`src/rtl/hms_timekeeper_pkg.sv`:
```
// Shared definitions for the hh:mm:ss timekeeper: field/state encodings, BCD limits
// and the BCD step and 12-hour display helpers.
package clock_pkg;

  typedef enum logic [1:0] {
    FLD_SEC  = 2'd0,
    FLD_MIN  = 2'd1,
    FLD_HOUR = 2'd2
  } field_e;

  typedef enum logic {
    ST_RUN = 1'b0,
    ST_SET = 1'b1
  } state_e;

  localparam logic [7:0] BCD_MAX_MS = 8'h59;
  localparam logic [7:0] BCD_MAX_HR = 8'h23;

  function automatic logic [7:0] bcd_inc(input logic [7:0] v, input logic [7:0] max_v);
    logic [7:0] r;
    if (v == max_v) begin
      r = 8'h00;
    end else if (v[3:0] == 4'h9) begin
      r = {v[7:4] + 4'h1, 4'h0};
    end else begin
      r = {v[7:4], v[3:0] + 4'h1};
    end
    return r;
  endfunction

  function automatic logic [7:0] bcd_dec(input logic [7:0] v, input logic [7:0] max_v);
    logic [7:0] r;
    if (v == 8'h00) begin
      r = max_v;
    end else if (v[3:0] == 4'h0) begin
      r = {v[7:4] - 4'h1, 4'h9};
    end else begin
      r = {v[7:4], v[3:0] - 4'h1};
    end
    return r;
  endfunction

  // 24-h BCD hour to the 12-h display hour; 00 shows as 12.
  function automatic logic [7:0] hour_to_12h(input logic [7:0] hour_bcd);
    logic [7:0] r;
    case (hour_bcd)
      8'h00:   r = 8'h12;
      8'h13:   r = 8'h01;
      8'h14:   r = 8'h02;
      8'h15:   r = 8'h03;
      8'h16:   r = 8'h04;
      8'h17:   r = 8'h05;
      8'h18:   r = 8'h06;
      8'h19:   r = 8'h07;
      8'h20:   r = 8'h08;
      8'h21:   r = 8'h09;
      8'h22:   r = 8'h10;
      8'h23:   r = 8'h11;
      default: r = hour_bcd;
    endcase
    return r;
  endfunction

endpackage

```
`src/rtl/hms_timekeeper_bcd_mod_counter.sv`:
```
// Two-digit BCD counter wrapping at MAX; carry_en counts with carry-out, inc/dec edit without carry.
module bcd_mod_counter
  import clock_pkg::*;
#(
  parameter logic [7:0] MAX     = 8'h59,
  parameter logic [7:0] RST_VAL = 8'h00
) (
  input  logic       clk,
  input  logic       reset,
  input  logic       inc,
  input  logic       dec,
  input  logic       carry_en,
  output logic       carry_out,
  output logic [7:0] value,
  output logic [7:0] value_next
);

  logic [7:0] value_q;
  logic [7:0] value_d;

  always_comb begin
    value_d = value_q;
    if (carry_en || (inc && !dec)) begin
      value_d = bcd_inc(value_q, MAX);
    end else if (dec && !inc) begin
      value_d = bcd_dec(value_q, MAX);
    end else begin
      value_d = value_q;
    end
  end

  // The next value is exported so the parent can register its display copy in step.
  assign value_next = reset ? RST_VAL : value_d;
  assign carry_out  = carry_en && (value_q == MAX);
  assign value      = value_q;

  always_ff @(posedge clk) begin
    value_q <= value_next;
  end

endmodule

```
`src/rtl/hms_timekeeper.sv`:
```
// BCD time-of-day core with key-driven set mode and optional 12-hour display.
// Alarm compare is built only when the macro ALARM_EN is defined.
module hms_timekeeper
  import clock_pkg::*;
#(
  parameter int unsigned CLK_FREQ_HZ = 50_000_000,
  parameter bit          TWELVE_HOUR = 1'b0,
  parameter logic [23:0] PRESET_HMS  = 24'h000000
) (
  input  logic        Clk,
  input  logic        Reset,
  input  logic        Set_toggle,
  input  logic        Field_next,
  input  logic        Inc,
  input  logic        Dec,
  input  logic        Alarm_wr,
  input  logic [23:0] Alarm_time,
  output logic [23:0] Time_bcd,
  output logic        Pm,
  output logic        Setting,
  output logic [1:0]  Field_sel,
  output logic        Sec_tick,
  output logic        Day_tick,
  output logic        Alarm_hit
);

  localparam int unsigned PW = (CLK_FREQ_HZ > 1) ? $clog2(CLK_FREQ_HZ) : 1;
  localparam logic [PW-1:0] PRESC_LAST = PW'(CLK_FREQ_HZ - 1);

  state_e        state_q, state_d;
  field_e        field_q, field_d;
  logic [PW-1:0] presc_q, presc_d;
  logic          tick_s, set_inc_s, set_dec_s;
  logic          ss_carry_s, mm_carry_s, hh_carry_s;
  logic [7:0]    ss_n, mm_n, hh_n, disp_hr_s;
  logic [7:0]    ss_v, mm_v, hh_v;
  logic          hit_s;
  logic [23:0]   time_q;
  logic          pm_q, sec_q, day_q, hit_q;

  always_comb begin
    state_d   = state_q;
    field_d   = field_q;
    presc_d   = {PW{1'b0}};
    tick_s    = 1'b0;
    set_inc_s = 1'b0;
    set_dec_s = 1'b0;
    case (state_q)
      ST_RUN: begin
        if (Set_toggle) begin
          state_d = ST_SET;
        end else if (presc_q == PRESC_LAST) begin
          tick_s = 1'b1;
        end else begin
          presc_d = presc_q + {{(PW-1){1'b0}}, 1'b1};
        end
      end
      ST_SET: begin
        if (Set_toggle) begin
          state_d = ST_RUN;
        end else if (Field_next) begin
          case (field_q)
            FLD_SEC:  field_d = FLD_MIN;
            FLD_MIN:  field_d = FLD_HOUR;
            default:  field_d = FLD_SEC;
          endcase
        end else if (Inc ^ Dec) begin
          set_inc_s = Inc;
          set_dec_s = Dec;
        end else begin
          field_d = field_q;
        end
      end
      default: state_d = ST_RUN;
    endcase
  end

  always_ff @(posedge Clk) begin
    if (Reset) begin
      state_q <= ST_RUN;
      field_q <= FLD_SEC;
      presc_q <= {PW{1'b0}};
    end else begin
      state_q <= state_d;
      field_q <= field_d;
      presc_q <= presc_d;
    end
  end

  bcd_mod_counter #(.MAX(BCD_MAX_MS), .RST_VAL(PRESET_HMS[7:0])) u_ss (
    .clk(Clk), .reset(Reset),
    .inc(set_inc_s && (field_q == FLD_SEC)), .dec(set_dec_s && (field_q == FLD_SEC)),
    .carry_en(tick_s), .carry_out(ss_carry_s), .value(ss_v), .value_next(ss_n)
  );

  bcd_mod_counter #(.MAX(BCD_MAX_MS), .RST_VAL(PRESET_HMS[15:8])) u_mm (
    .clk(Clk), .reset(Reset),
    .inc(set_inc_s && (field_q == FLD_MIN)), .dec(set_dec_s && (field_q == FLD_MIN)),
    .carry_en(ss_carry_s), .carry_out(mm_carry_s), .value(mm_v), .value_next(mm_n)
  );

  bcd_mod_counter #(.MAX(BCD_MAX_HR), .RST_VAL(PRESET_HMS[23:16])) u_hh (
    .clk(Clk), .reset(Reset),
    .inc(set_inc_s && (field_q == FLD_HOUR)), .dec(set_dec_s && (field_q == FLD_HOUR)),
    .carry_en(mm_carry_s), .carry_out(hh_carry_s), .value(hh_v), .value_next(hh_n)
  );

  always_comb begin
    if (TWELVE_HOUR) begin
      disp_hr_s = hour_to_12h(hh_n);
    end else begin
      disp_hr_s = hh_n;
    end
  end

`ifdef ALARM_EN
  logic [15:0] alarm_q;
  logic        unused_s;

  // The compare below sees the pre-write alarm when Alarm_wr coincides with a match.
  always_ff @(posedge Clk) begin
    if (Reset) begin
      alarm_q <= 16'h0000;
    end else if (Alarm_wr) begin
      alarm_q <= Alarm_time[23:8];
    end else begin
      alarm_q <= alarm_q;
    end
  end

  assign hit_s    = tick_s && (ss_n == 8'h00) && ({hh_n, mm_n} == alarm_q);
  assign unused_s = ^{Alarm_time[7:0], ss_v, mm_v, hh_v};
`else
  logic unused_s;
  assign hit_s    = 1'b0;
  assign unused_s = ^{Alarm_wr, Alarm_time, ss_v, mm_v, hh_v};
`endif

  always_ff @(posedge Clk) begin
    time_q <= {disp_hr_s, mm_n, ss_n};
    pm_q   <= TWELVE_HOUR && (hh_n >= 8'h12);
    if (Reset) begin
      sec_q <= 1'b0;
      day_q <= 1'b0;
      hit_q <= 1'b0;
    end else begin
      sec_q <= tick_s;
      day_q <= hh_carry_s;
      hit_q <= hit_s;
    end
  end

  assign Time_bcd  = time_q;
  assign Pm        = pm_q;
  assign Setting   = (state_q == ST_SET);
  assign Field_sel = field_q;
  assign Sec_tick  = sec_q;
  assign Day_tick  = day_q;
  assign Alarm_hit = hit_q;

endmodule

```
`config.mk`:
```
export PLATFORM = sky130hd
export DESIGN_NAME = hms_timekeeper
export DESIGN_NICKNAME = d
export VERILOG_FILES = /design/src/rtl/hms_timekeeper_pkg.sv /design/src/rtl/hms_timekeeper_bcd_mod_counter.sv /design/src/rtl/hms_timekeeper.sv
export SDC_FILE = /design/constraint.sdc
export NUM_CORES = 1
export LEC_CHECK = 0
export CELL_PAD_IN_SITES_DETAIL_PLACEMENT = 0
export CELL_PAD_IN_SITES_GLOBAL_PLACEMENT = 1
export CORE_UTILIZATION = 42
export CTS_BUF_LIST = sky130_fd_sc_hd__clkbuf_16
export CTS_CLUSTER_DIAMETER = 150
export DETAILED_ROUTE_END_ITERATION = 8
export PLACE_DENSITY_LB_ADDON = 0.1
export REMOVE_ABC_BUFFERS = 1
export SLEW_MARGIN = 20
export SYNTH_ARGS = -nofsm -noshare
export SYNTH_HDL_FRONTEND = slang
export SYNTH_SLANG_ARGS = --single-unit
```
`constraint.sdc`:
```
create_clock -name Clk -period 4.97 [get_ports Clk]
set_clock_uncertainty 0.2 [all_clocks]
set_input_delay 0.497 -clock Clk [delete_from_list [all_inputs] [get_ports Clk]]
set_output_delay 0.497 -clock Clk [all_outputs]
set_load 0.01 [all_outputs]
```
==> results.json <==
{
  "cts_buffer_depth": 2,
  "fin_area_um2": 4110,
  "grt_max_degree": 40,
  "tightest_slew_ps": 996,
  "cp.required_ps": 4980,
  "crit_type": "in2reg",
  "report.final.hold_viol_count": 0,
  "status": "complete, no violations",
  "setup_ws_ps": 1850,
  "peakVddDrop_uv": 113,
  "ant_nets": 0,
  "finalWirelength_mm": 8.24,
  "start_util": 0.435,
  "hpwl_mm": 5.92,
  "holdWs_ps": 260,
  "layout-drive-gt1-share": 0.0505,
  "gp_congestion": 0.842,
  "critPathLaunch": "Set_toggle",
  "cts_hold_buffers": 0,
  "cap_viol_max_count": 0,
  "hp-start": "presc_q[0]$_SDFF_PP0_",
  "final-seq-area_um2": 1100,
  "crit_fanout": 12,
  "clk_latency_ps": 290,
  "rsz0062_at_grt": "false",
  "row_count": 33,
  "p_int_uw": 647,
  "grt_pass1_vias": 2925,
  "ys_ff_latch": 55,
  "placed_cell_area_um2": 3970,
  "total_leakage_power_uw": 0.00132,
  "die_y_um": 94.2,
  "p_sw_frac": 0.236,
  "fmax_mhz": 321,
  "pin_count": 62,
  "pre_cts_ws_ps": 1550,
  "h-tree-depth": 2,
  "drt_iter0_markers": 143,
  "fp.dieArea_um2": 8880,
  "yosysUniqueCellTypes": 69,
  "postCtsSetupBuffers": 0,
  "diodes": 0,
  "syn_to_final_growth_pct": 15.0,
  "clock-sinks": 55,
  "fillers": 802,
  "cp.arrival_ps": 3130,
  "dieWidth_um": 94.2,
  "combPwrFrac": 0.050,
  "cts_tree": "done",
  "multi_input_area_um2": 2310,
  "cts_resized": 0,
  "drv_slew": 0,
  "syn_avg_cell_area_um2": 7.89,
  "ys_seq_area_frac": 0.308,
  "relSlewSlack": 0.334,
  "root_buffer": "clkbuf_16",
  "cts_made_buffers": 5,
  "hold_path.class": "reg2reg",
  "grt_usage": 0.194,
  "netSwitchingPower_uw": 199,
  "viasPerCell": 5.70,
  "synth_area_um2": 3570,
  "yosys_most_used_dff": "dfxtp_1",
  "timing.final.crit_share": 0.627,
  "port_buffers": 34,
  "synth_enable_flop_cells": 0,
  "grt_pass1_wl_mm": 13.8,
  "tns_ps": 0,
  "core_um2": 8220,
  "antenna_found_initial": 0,
  "setup_viol": 0,
  "drc": 0,
  "netlist_instances": 453,
  "synthArstFlopShare": 0,
  "path_clk_slew_ps": 70,
  "pwr-share-seq": 0.531,
  "powerDensity_nw_per_um2": 206,
  "wl_per_cell_um": 14.2,
  "final_nets": 527,
  "startpoint_type": "input port",
  "worst_setup_path_end_kind": "register",
  "ys_warn_count": 0,
  "gr-total-overflow": 0,
  "dr.pass1.iters": 4,
  "vias": 3304,
  "min_period_ps": 3120,
  "r2r_start": "Setting$_SDFF_PP0_",
  "pwr-share-clk": 0.420
}
power by group through the flow:
stage                     Clock, uW  Sequential, uW  Combinational [uW]
final                           355             449                41.9
after global routing            386             450                46.2
after CTS                       368             449                42.2
after detailed placement          0             460                42.1
after global placement            0             460                42.2
after floorplan                   0             460                20.6
metal layers:
layer / part of all wire / track usage
met4: 0.010 / 0.0526
met2: 0.46 / 0.314
met5: 0 / 0
met1: 0.50 / 0.267
met3: 0.028 / 0.0267
sequential cells by signal, summed over array words and instances (netlist names):
name / count
Setting: 1
u_hh.value: 7
u_ss.value: 7
u_mm.value: 7
Sec_tick: 1
Time_bcd: 3
Day_tick: 1
Field_sel: 2
presc_q: 26
synthesized netlist by cell type (2+ instances only):
library cell  count  area (um2)
or3_1            15        93.8
and4_1            2        17.5
nor4b_1           5        43.8
buf_4             2        15.0
ha_1             21         263
inv_1            20        75.1
a21oi_1          28         140
nand2b_1          6        37.5
a41oi_1           3        26.3
nand3_1          23         115
a211oi_1          7        52.6
dfxtp_1          55        1100
a311oi_1          2        17.5
or4b_2            2        20.0
a31oi_1           9        56.3
nor2_1           53         199
or4_1             2        15.0
nor3_1           18        90.1
o21bai_1          2        15.0
nor4_1           10        62.6
and3_1            3        18.8
a22oi_1           2        15.0
or2_2             2        12.5
o21ai_2           2        17.5
o21a_1            2        15.0
nor3b_1           4        30.0
xnor2_1          13         114
a21boi_0          4        30.0
o32ai_1           3        26.3
xor2_1           11        96.3
nand2_1          34         128
o21ai_0          16        80.1
nand3b_1          9        67.6
nand4_1          12        75.1
clkbuf_1         17        63.8
worst max-delay path, cell delays in order:
cell and delay (ps):
clkdlybuf4s50_1 480, or3b_1 600, or3b_4 480, or2_2 350, a21oi_4 290, a22oi_1 160
o311ai_2 260
final cells by class:
type | count | area share
timing repair buffer | 35 | 0.0847
clock buffer | 5 | 0.0305
inverter | 20 | 0.0183
tap | 105 | 0.0320
multi-input combinational | 358 | 0.563
sequential | 55 | 0.268
clock inverter | 2 | 0.00396
cells in the final DEF, fill, tap and decap left out, types with 2 or more instances in the layout:
master	instances
nand3b_1	9
and4_1	2
xor2_1	11
nor3_1	18
nor4b_1	5
nand2b_1	6
nor3b_1	4
o21bai_1	2
a31oi_1	9
xnor2_1	13
and3_1	3
dfxtp_1	55
nor4_1	10
or4_1	2
clkdlybuf4s50_1	34
or3_1	15
ha_1	21
a21boi_0	4
a22oi_1	2
o32ai_1	3
clkbuf_16	5
o21ai_2	2
a41oi_1	3
a21oi_1	28
or4b_2	2
a211oi_1	7
nor2_1	53
a311oi_1	2
or2_2	2
o21ai_0	16
nand4_1	12
conb_1	2
inv_1	20
nand3_1	23
nand2_1	34
o21a_1	2
metrics by stage:
| stage | util | std cells | total power [uW] |
|---|---|---|---|
| 2_1_floorplan | - | 433 | 480 |
| 3_3_place_gp | 0.483 | 573 | 502 |
| 3_5_place_dp | 0.483 | 573 | 502 |
| 4_1_cts | 0.500 | 580 | 859 |
| 5_1_grt | 0.500 | 580 | 882 |
| 6_report | 0.500 | 580 | 847 |
worst paths after layout:
path                                 to  slack [ps]  depth (start not counted)
min reg2reg       presc_q[0]$_SDFF_PP0_         260                          1
min               presc_q[0]$_SDFF_PP0_         260                          1
max reg2reg  u_mm.value[6]$_SDFFE_PP0P_        2150                          6
max          u_mm.value[6]$_SDFFE_PP0P_        1850                          7
cell families after synthesis:
family / after synthesis / synth area share
DFF: 55 / 0.308
xor gates and xnor gates: 24 / 0.0588
other: 1 / 0.00105
buffers and inverters: 41 / 0.0455
AOI/OAI and AO/OA: 94 / 0.175
muxes: 2 / 0.00595
adders and majority gates: 21 / 0.0736
and+or+nand+nor: 215 / 0.332
No activity file was read; power rests on OpenSTA's default activity.
